**src/rtl/clk_div_gen_if.sv**
```systemverilog
// Bundle for clk_div_gen: run request, half-period config handshake, divided clock and strobes.
// Optional CLKDIV_TAPS_EN adds the clk_d2/clk_d4 taps.
interface clk_div_gen_if #(
  parameter int CNT_W  = 8,
  parameter int PCNT_W = 16
);
  logic              en;
  logic              cfg_valid;
  logic [CNT_W-1:0]  cfg_half;
  logic              cfg_ready;
  logic              cfg_done;
  logic              cfg_err;
  logic              clk_out;
  logic              rise;
  logic              fall;
  logic [PCNT_W-1:0] period_cnt;
  logic              busy;
`ifdef CLKDIV_TAPS_EN
  logic              clk_d2;
  logic              clk_d4;

  modport master (
    output en, cfg_valid, cfg_half,
    input  cfg_ready, cfg_done, cfg_err, clk_out, rise, fall, period_cnt, busy, clk_d2, clk_d4
  );
  modport slave (
    input  en, cfg_valid, cfg_half,
    output cfg_ready, cfg_done, cfg_err, clk_out, rise, fall, period_cnt, busy, clk_d2, clk_d4
  );
`else
  modport master (
    output en, cfg_valid, cfg_half,
    input  cfg_ready, cfg_done, cfg_err, clk_out, rise, fall, period_cnt, busy
  );
  modport slave (
    input  en, cfg_valid, cfg_half,
    output cfg_ready, cfg_done, cfg_err, clk_out, rise, fall, period_cnt, busy
  );
`endif
endinterface

```
**src/rtl/clk_div_gen.sv**
```systemverilog
// Divided clock (period 2*H) with registered rise/fall strobes; starts on the edge en is seen, 1-deep config
// buffer (cfg_ready low while a value is pending, applied on a period boundary). CLKDIV_TAPS_EN adds clk_d2/clk_d4.
module clk_div_gen #(
  parameter int CNT_W    = 8,
  parameter int HALF_DEF = 1,
  parameter int PCNT_W   = 16
) (
  input  logic         clk,
  input  logic         rst,
  clk_div_gen_if.slave bus
);

  typedef enum logic [1:0] {IDLE, RUN, STOP} state_t;

  localparam logic [CNT_W-1:0]  CONE     = 1;
  localparam logic [PCNT_W-1:0] PONE     = 1;
  localparam logic [CNT_W-1:0]  HALF_RST = CNT_W'(HALF_DEF);

  state_t            state_q, state_d;
  logic              clk_out_q, clk_out_d;
  logic              rise_q, rise_d;
  logic              fall_q, fall_d;
  logic [CNT_W-1:0]  cnt_q, cnt_d;
  logic [CNT_W-1:0]  half_cur_q, half_cur_d;
  logic [CNT_W-1:0]  half_pend_q, half_pend_d;
  logic              pend_v_q, pend_v_d;
  logic              cfg_done_q, cfg_done_d;
  logic              cfg_err_q, cfg_err_d;
  logic [PCNT_W-1:0] period_cnt_q, period_cnt_d;
  logic              phase_end;
  logic              apply;
`ifdef CLKDIV_TAPS_EN
  logic              clk_d2_q, clk_d2_d;
  logic              clk_d4_q, clk_d4_d;
`endif

  assign phase_end = (cnt_q == (half_cur_q - CONE));

  always_comb begin
    state_d      = state_q;
    clk_out_d    = clk_out_q;
    rise_d       = 1'b0;
    fall_d       = 1'b0;
    cnt_d        = cnt_q;
    half_cur_d   = half_cur_q;
    half_pend_d  = half_pend_q;
    pend_v_d     = pend_v_q;
    cfg_done_d   = 1'b0;
    cfg_err_d    = 1'b0;
    period_cnt_d = period_cnt_q;
    apply        = 1'b0;

    case (state_q)
      IDLE: begin
        cnt_d     = '0;
        clk_out_d = 1'b0;
        apply     = pend_v_q;
        if (bus.en) begin
          state_d   = RUN;
          clk_out_d = 1'b1;
          rise_d    = 1'b1;
        end
      end
      RUN: begin
        // A low phase may be cut short by en dropping; a high phase never is.
        if (!clk_out_q && !bus.en) begin
          state_d = IDLE;
          cnt_d   = '0;
        end else if (phase_end) begin
          cnt_d     = '0;
          clk_out_d = !clk_out_q;
          if (clk_out_q) begin
            fall_d       = 1'b1;
            period_cnt_d = period_cnt_q + PONE;
            apply        = pend_v_q;
            if (!bus.en) state_d = IDLE;
          end else begin
            rise_d = 1'b1;
          end
        end else begin
          cnt_d = cnt_q + CONE;
          if (clk_out_q && !bus.en) state_d = STOP;
        end
      end
      STOP: begin
        if (phase_end) begin
          cnt_d        = '0;
          clk_out_d    = 1'b0;
          fall_d       = 1'b1;
          period_cnt_d = period_cnt_q + PONE;
          apply        = pend_v_q;
          state_d      = IDLE;
        end else begin
          cnt_d = cnt_q + CONE;
        end
      end
      default: begin
        state_d   = IDLE;
        clk_out_d = 1'b0;
        cnt_d     = '0;
      end
    endcase

    // Apply and accept are exclusive: apply needs pend_v high, accept needs it low.
    if (apply) begin
      half_cur_d = half_pend_q;
      pend_v_d   = 1'b0;
      cfg_done_d = 1'b1;
    end
    if (bus.cfg_valid && !pend_v_q) begin
      if (bus.cfg_half == '0) begin
        cfg_err_d = 1'b1;
      end else begin
        half_pend_d = bus.cfg_half;
        pend_v_d    = 1'b1;
      end
    end
  end

`ifdef CLKDIV_TAPS_EN
  always_comb begin
    clk_d2_d = clk_d2_q;
    clk_d4_d = clk_d4_q;
    if (state_d == IDLE) begin
      clk_d2_d = 1'b0;
      clk_d4_d = 1'b0;
    end else if (rise_d) begin
      clk_d2_d = !clk_d2_q;
      if (clk_d2_q) clk_d4_d = !clk_d4_q;
    end
  end
`endif

  always_ff @(posedge clk) begin
    if (rst) begin
      state_q      <= IDLE;
      clk_out_q    <= 1'b0;
      rise_q       <= 1'b0;
      fall_q       <= 1'b0;
      cnt_q        <= '0;
      half_cur_q   <= HALF_RST;
      half_pend_q  <= HALF_RST;
      pend_v_q     <= 1'b0;
      cfg_done_q   <= 1'b0;
      cfg_err_q    <= 1'b0;
      period_cnt_q <= '0;
`ifdef CLKDIV_TAPS_EN
      clk_d2_q     <= 1'b0;
      clk_d4_q     <= 1'b0;
`endif
    end else begin
      state_q      <= state_d;
      clk_out_q    <= clk_out_d;
      rise_q       <= rise_d;
      fall_q       <= fall_d;
      cnt_q        <= cnt_d;
      half_cur_q   <= half_cur_d;
      half_pend_q  <= half_pend_d;
      pend_v_q     <= pend_v_d;
      cfg_done_q   <= cfg_done_d;
      cfg_err_q    <= cfg_err_d;
      period_cnt_q <= period_cnt_d;
`ifdef CLKDIV_TAPS_EN
      clk_d2_q     <= clk_d2_d;
      clk_d4_q     <= clk_d4_d;
`endif
    end
  end

  assign bus.cfg_ready  = !pend_v_q;
  assign bus.cfg_done   = cfg_done_q;
  assign bus.cfg_err    = cfg_err_q;
  assign bus.clk_out    = clk_out_q;
  assign bus.rise       = rise_q;
  assign bus.fall       = fall_q;
  assign bus.period_cnt = period_cnt_q;
  assign bus.busy       = (state_q != IDLE);
`ifdef CLKDIV_TAPS_EN
  assign bus.clk_d2     = clk_d2_q;
  assign bus.clk_d4     = clk_d4_q;
`endif

endmodule
```
**src/flat_wrapper.sv**
```systemverilog
// flat-port wrapper written by rule: the top's interface ports become plain ports
module clk_div_gen_flat 
#(
  parameter int CNT_W    = 8,
  parameter int HALF_DEF = 1,
  parameter int PCNT_W   = 16
)
  (clk, rst, bus_en, bus_cfg_valid, bus_cfg_half, bus_cfg_ready, bus_cfg_done, bus_cfg_err, bus_clk_out, bus_rise, bus_fall, bus_period_cnt, bus_busy);
  clk_div_gen_if #(.CNT_W(CNT_W), .PCNT_W(PCNT_W)) bus_i ();
  input  logic clk;
  input  logic rst;
  input wire logic [$bits(bus_i.en)-1:0] bus_en;
  input wire logic [$bits(bus_i.cfg_valid)-1:0] bus_cfg_valid;
  input wire logic [$bits(bus_i.cfg_half)-1:0] bus_cfg_half;
  output wire logic [$bits(bus_i.cfg_ready)-1:0] bus_cfg_ready;
  output wire logic [$bits(bus_i.cfg_done)-1:0] bus_cfg_done;
  output wire logic [$bits(bus_i.cfg_err)-1:0] bus_cfg_err;
  output wire logic [$bits(bus_i.clk_out)-1:0] bus_clk_out;
  output wire logic [$bits(bus_i.rise)-1:0] bus_rise;
  output wire logic [$bits(bus_i.fall)-1:0] bus_fall;
  output wire logic [$bits(bus_i.period_cnt)-1:0] bus_period_cnt;
  output wire logic [$bits(bus_i.busy)-1:0] bus_busy;
  assign bus_i.en = bus_en;
  assign bus_i.cfg_valid = bus_cfg_valid;
  assign bus_i.cfg_half = bus_cfg_half;
  assign bus_cfg_ready = bus_i.cfg_ready;
  assign bus_cfg_done = bus_i.cfg_done;
  assign bus_cfg_err = bus_i.cfg_err;
  assign bus_clk_out = bus_i.clk_out;
  assign bus_rise = bus_i.rise;
  assign bus_fall = bus_i.fall;
  assign bus_period_cnt = bus_i.period_cnt;
  assign bus_busy = bus_i.busy;
  clk_div_gen #(.CNT_W(CNT_W), .HALF_DEF(HALF_DEF), .PCNT_W(PCNT_W)) u_core (.clk(clk), .rst(rst), .bus(bus_i));
endmodule
```
**config.mk**
```make
export PLATFORM = sky130hd
export DESIGN_NAME = clk_div_gen_flat
export DESIGN_NICKNAME = d
export VERILOG_FILES = /design/src/rtl/clk_div_gen_if.sv /design/src/rtl/clk_div_gen.sv /design/src/flat_wrapper.sv
export SDC_FILE = /design/constraint.sdc
export NUM_CORES = 1
export LEC_CHECK = 0
export BUFFER_PORTS_ARGS = -buffer_cell sky130_fd_sc_hd__clkbuf_2
export CAP_MARGIN = 10
export CORE_ASPECT_RATIO = 0.8
export CORE_UTILIZATION = 25
export CTS_BUF_LIST = sky130_fd_sc_hd__clkbuf_16
export DETAILED_ROUTE_END_ITERATION = 8
export MAX_ROUTING_LAYER = met4
export SKIP_LAST_GASP = 1
export SYNTH_ARGS = -nofsm -noshare
export SYNTH_HDL_FRONTEND = slang
export SYNTH_SLANG_ARGS = --single-unit
```
**constraint.sdc**
```tcl
create_clock -name clk -period 6.9 [get_ports clk]
set_input_delay 1.035 -clock clk [delete_from_list [all_inputs] [get_ports clk]]
set_output_delay 1.035 -clock clk [all_outputs]
set_load 0.02 [all_outputs]
```
==> metrics.txt <==
# TYPE chip_impl_metric gauge
chip_impl_info{name="cell_by_cell_trace_of_the_critical_path",value="or3_1 > or4_4 > a2111oi_4 > nand4_4 > a211oi_1 > mux2_2"} 1
chip_impl_metric{name="finish.net_count",unit=""} 340
chip_impl_info{name="critical_path.endpoint_type",value="flop"} 1
chip_impl_metric{name="drive_above_1_share",unit=""} 0.1925
chip_impl_metric{name="number_of_antenna_violations_at_the_first_check_in_global_routing",unit=""} 0
chip_impl_metric{name="synth.yosys.seq_area_share",unit=""} 0.3774
chip_impl_metric{name="total_power_divided_by_cell_area",unit="nW/um2"} 243.0
chip_impl_metric{name="floorplan.core_area",unit="um2"} 9769
chip_impl_metric{name="die_footprint",unit="um2"} 10590
chip_impl_info{name="cts-root-buf",value="clkbuf_16"} 1
chip_impl_metric{name="post_layout_nonfiller_instances",unit=""} 458
chip_impl_metric{name="critPathMaxFanout",unit=""} 13
chip_impl_metric{name="tritoncts.num_buffers",unit=""} 5
chip_impl_metric{name="placedInstanceArea",unit="um2"} 2831
chip_impl_metric{name="first_pass_grt_wire_length",unit="um"} 9735
chip_impl_metric{name="crit_path_max_incr_delay",unit="ns"} 0.65
chip_impl_info{name="yosys.cell_count.top_type",value="dfxtp_1"} 1
chip_impl_info{name="most_numerous_cell_types_in_the_synthesized_netlist",value="48 x dfxtp_1, 34 x nor2_1, 25 x a21oi_1, 24 x nand3_1"} 1
chip_impl_metric{name="port_buffers",unit=""} 34
chip_impl_metric{name="num_rows",unit=""} 32
chip_impl_metric{name="drt_first_iter_violations",unit=""} 125
chip_impl_info{name="hold_end",value="u_core.bus.cfg_err"} 1
chip_impl_info{name="critical-path-slowest-cell",value="a2111oi_4"} 1
chip_impl_info{name="rsz_0062_raised_after_global_routing",value="no"} 1
chip_impl_metric{name="crit_required",unit="ns"} 7.08
chip_impl_info{name="critical_path.top_delay_family",value="simple AND/OR/NAND/NOR gates"} 1
chip_impl_metric{name="totalWireLength",unit="um"} 5792
chip_impl_metric{name="cts.clk_slew.worst_paths",unit="ns"} 0.07
chip_impl_metric{name="yosysWarnings",unit=""} 0
chip_impl_metric{name="initial_utilization",unit=""} 0.2606
chip_impl_metric{name="area.sequential",unit="um2"} 960.9
chip_impl_metric{name="dp_hpwl",unit="um"} 4240
chip_impl_metric{name="worst-endpoint-arrival",unit="ns"} 3.19
chip_impl_metric{name="final.min_clock_period",unit="ns"} 3.001
chip_impl_metric{name="synth_cells",unit=""} 292
chip_impl_metric{name="max-vdd-ir-drop",unit="mV"} 0.09773
chip_impl_info{name="critical_path.reg2reg.startpoint",value="u_core.half_cur_q[2]"} 1
chip_impl_metric{name="ant_nets_after_route",unit=""} 0
chip_impl_metric{name="areaGrowthSynthToFinish",unit="%"} 17.79
chip_impl_metric{name="remaining_drc_errors",unit=""} 0
chip_impl_metric{name="max-slew-margin-rel",unit=""} 0.2819
chip_impl_info{name="rr_endpoint",value="u_core.bus.period_cnt[9]"} 1
chip_impl_metric{name="num_antenna_cells",unit=""} 0
chip_impl_metric{name="achievable-frequency",unit="MHz"} 333.2
chip_impl_info{name="worst_setup_path_start_kind",value="flop"} 1
chip_impl_metric{name="route.vias.total",unit=""} 2136
chip_impl_metric{name="chipWidth",unit="um"} 114.8
chip_impl_metric{name="r2r_slack",unit="ns"} 3.90
chip_impl_metric{name="synthesis.nets",unit=""} 311
chip_impl_metric{name="netlist.area_leader.share",unit=""} 0.3774
chip_impl_metric{name="met3WireLength",unit="um"} 249
chip_impl_metric{name="layout.filler_cells",unit=""} 1036
chip_impl_metric{name="post_drt_via_cell_ratio",unit=""} 4.664
chip_impl_info{name="timing.hold.worst.class",value="reg2reg"} 1
chip_impl_metric{name="fin_skew",unit="ns"} 0.004505
chip_impl_metric{name="post_cts_hold_buffer_count",unit=""} 0
chip_impl_metric{name="synth.ff_latch_count",unit=""} 48
chip_impl_metric{name="avg_cell_area_syn",unit="um2"} 8.720
chip_impl_metric{name="route.met2.wl",unit="um"} 2231
chip_impl_metric{name="dp_cells",unit=""} 450
chip_impl_metric{name="placer_congestion",unit=""} 0.8210
chip_impl_metric{name="worstSkewPairLatency",unit="ns"} 0.29
chip_impl_metric{name="hold_crit_depth",unit=""} 1
chip_impl_metric{name="cap_violations",unit=""} 0
chip_impl_info{name="topRoutingLayerUsed",value="met4"} 1
chip_impl_info{name="outcome",value="finished, final reports clean"} 1
chip_impl_metric{name="reg2reg_depth",unit=""} 6
chip_impl_metric{name="grt_pass1_vias",unit=""} 1952
chip_impl_metric{name="cellLeakagePower",unit="uW"} 0.001149
chip_impl_metric{name="multiInputGateArea",unit="um2"} 1493
chip_impl_metric{name="cts.repair.resized",unit=""} 0
chip_impl_metric{name="postCtsSetupRepairBufs",unit=""} 0
chip_impl_metric{name="synth-edff-count",unit=""} 0
chip_impl_info{name="hold_path_startpoint",value="u_core.pend_v_q"} 1
chip_impl_metric{name="number_of_distinct_library_cell_variants_in_the_gate_level_netlist_after_synthesis",unit=""} 47
chip_impl_info{name="timing.setup.critical_path_class",value="reg2reg"} 1
chip_impl_metric{name="hold_viol_final",unit=""} 0
chip_impl_metric{name="overflow_left_after_global_routing",unit=""} 0
chip_impl_metric{name="post-route-cell-area",unit="um2"} 2999
chip_impl_metric{name="clock_sinks",unit=""} 48
chip_impl_info{name="ys_top_cells_by_area",value="dfxtp_1 38%, mux2_2 5.7%, nor2_1 5.0%, a21oi_1 4.9%, nand3_1 4.7%"} 1
chip_impl_metric{name="ios",unit=""} 35
chip_impl_metric{name="final_setup_violation_count",unit=""} 0
chip_impl_metric{name="gr-usage-all-layers",unit=""} 0.1191
chip_impl_metric{name="final_min_period_over_clock_period",unit=""} 0.4349
chip_impl_metric{name="cp_buf_inv_count",unit=""} 0
chip_impl_info{name="main_flop_type_after_synthesis",value="dfxtp_1"} 1
chip_impl_metric{name="fp.dieH",unit="um"} 92.27
chip_impl_metric{name="drt-wirelength-per-cell",unit="um"} 12.65
chip_impl_metric{name="routed_met1_length",unit="um"} 3244
chip_impl_metric{name="tightestPinTransition",unit="ns"} 1.068
chip_impl_metric{name="mappedNetlistArea",unit="um2"} 2546
chip_impl_metric{name="cts-root-to-sink-buffers",unit=""} 2
chip_impl_metric{name="maxSlewViolCount",unit=""} 0
chip_impl_metric{name="grt_start_max_net_pins",unit=""} 51
chip_impl_info{name="synthDominantAreaCellType",value="dfxtp_1"} 1
chip_impl_metric{name="drt_first_pass_iters",unit=""} 4
chip_impl_metric{name="total_power",unit="uW"} 728.9
chip_impl_metric{name="ctsHtreeMaxLevel",unit=""} 2
chip_impl_metric{name="synth_async_sr_flop_share",unit=""} 0
chip_impl_metric{name="tns",unit="ns"} 0
chip_impl_info{name="cts_tree",value="done"} 1
cells by family after synthesis:
group           Yosys count  share of synthesized area
flops                    48                     0.3774
simple gates            119                     0.2541
mux                      22                    0.09386
compound gates           57                     0.1455
buf+inv                  22                    0.03636
fa+ha+maj                 7                    0.03440
xor+xnor                 17                    0.05848
state kept, by name, indices dropped and copies added, names as in the netlist:
register	flops
u_core.bus.cfg_done	1
u_core.bus.cfg_err	1
u_core.bus.clk_out	1
u_core.bus.fall	1
u_core.bus.period_cnt	16
u_core.bus.rise	1
u_core.cnt_q	8
u_core.half_cur_q	8
u_core.half_pend_q	8
u_core.pend_v_q	1
u_core.state_q	2
worst reg2reg max path, delay by kind of cell (launching register included):
family             cells  cell delay (ns)
muxes                  1             0.36
AOI/OAI and AO/OA      2             0.97
DFF                    1             0.35
and+or+nand+nor        3             1.22
how the worst max path moves through the flow:
stage	startpoint	end	slack, ns	cells after the start
3_3_place_gp	u_core.half_cur_q[2]	u_core.bus.period_cnt[9]	3.97	6
5_1_grt	u_core.half_cur_q[2]	u_core.bus.period_cnt[9]	3.72	6
3_5_place_dp	u_core.half_cur_q[2]	u_core.bus.period_cnt[9]	3.93	6
4_1_cts	u_core.half_cur_q[2]	u_core.bus.period_cnt[9]	3.90	6
2_1_floorplan	u_core.half_cur_q[2]	u_core.bus.period_cnt[7]	4.19	7
6_report	u_core.half_cur_q[2]	u_core.bus.period_cnt[9]	3.90	6
report_power, final:
part           switching, uW  leakage [uW]  internal (uW)  total [uW]
logic                   93.9      0.000678           49.5         143
registers               13.8      0.000390            290         304
clock network            111     0.0000814            171         282
per-layer routing:
| layer | global-route usage | up-vias |
|---|---|---|
| li1 | - | 1103 |
| met1 | 0.1768 | 983 |
| met2 | 0.1576 | 42 |
| met3 | 0.02512 | 8 |
| met4 | 0.03571 | 0 |
| met5 | - | - |
cell usage in the layout, fill, tap and decap left out, types with 2 or more instances in the layout:
cell       synthesis  layout
a21oi_1           25      25
nor2b_1           13      13
mux2_2            13      13
nand2_1           13      13
nand4_1            5       5
xor2_1             6       6
dfxtp_1           48      48
clkbuf_2           0      34
nor4b_1            2       2
a221oi_1           2       2
nor4_1             3       3
inv_1             10      10
nor2_1            34      34
and3_1             6       6
nand4_4            2       2
o21ai_0           13      13
ha_1               7       7
and4_1             3       3
clkbuf_16          0       5
xnor2_1           11      11
nor3_1             4       4
nand2b_1           3       3
mux2i_1            7       7
or3_1              4       4
nand3_1           24      24
mux2_1             2       2
o31ai_1            2       2
through the flow:
step | util | hold WS [ns] | worst slack, ns
after floorplan | - | 0.4193 | 4.189
after global placement | 0.2898 | 0.4514 | 3.972
after detailed placement | 0.2898 | 0.4493 | 3.928
after CTS | 0.3070 | 0.4561 | 3.898
after global routing | 0.3070 | 0.4817 | 3.722
final | 0.3070 | 0.4593 | 3.899
area by class of cell:
type,count,share of cell area
Timing Repair Buffer,34,0.05674
Sequential cell,48,0.3204
Tap cell,136,0.05674
Clock buffer,5,0.04172
Clock inverter,3,0.01418
Multi-Input combinational cell,222,0.4977
Inverter,10,0.01252
Power figures use the tool's default switching activity.
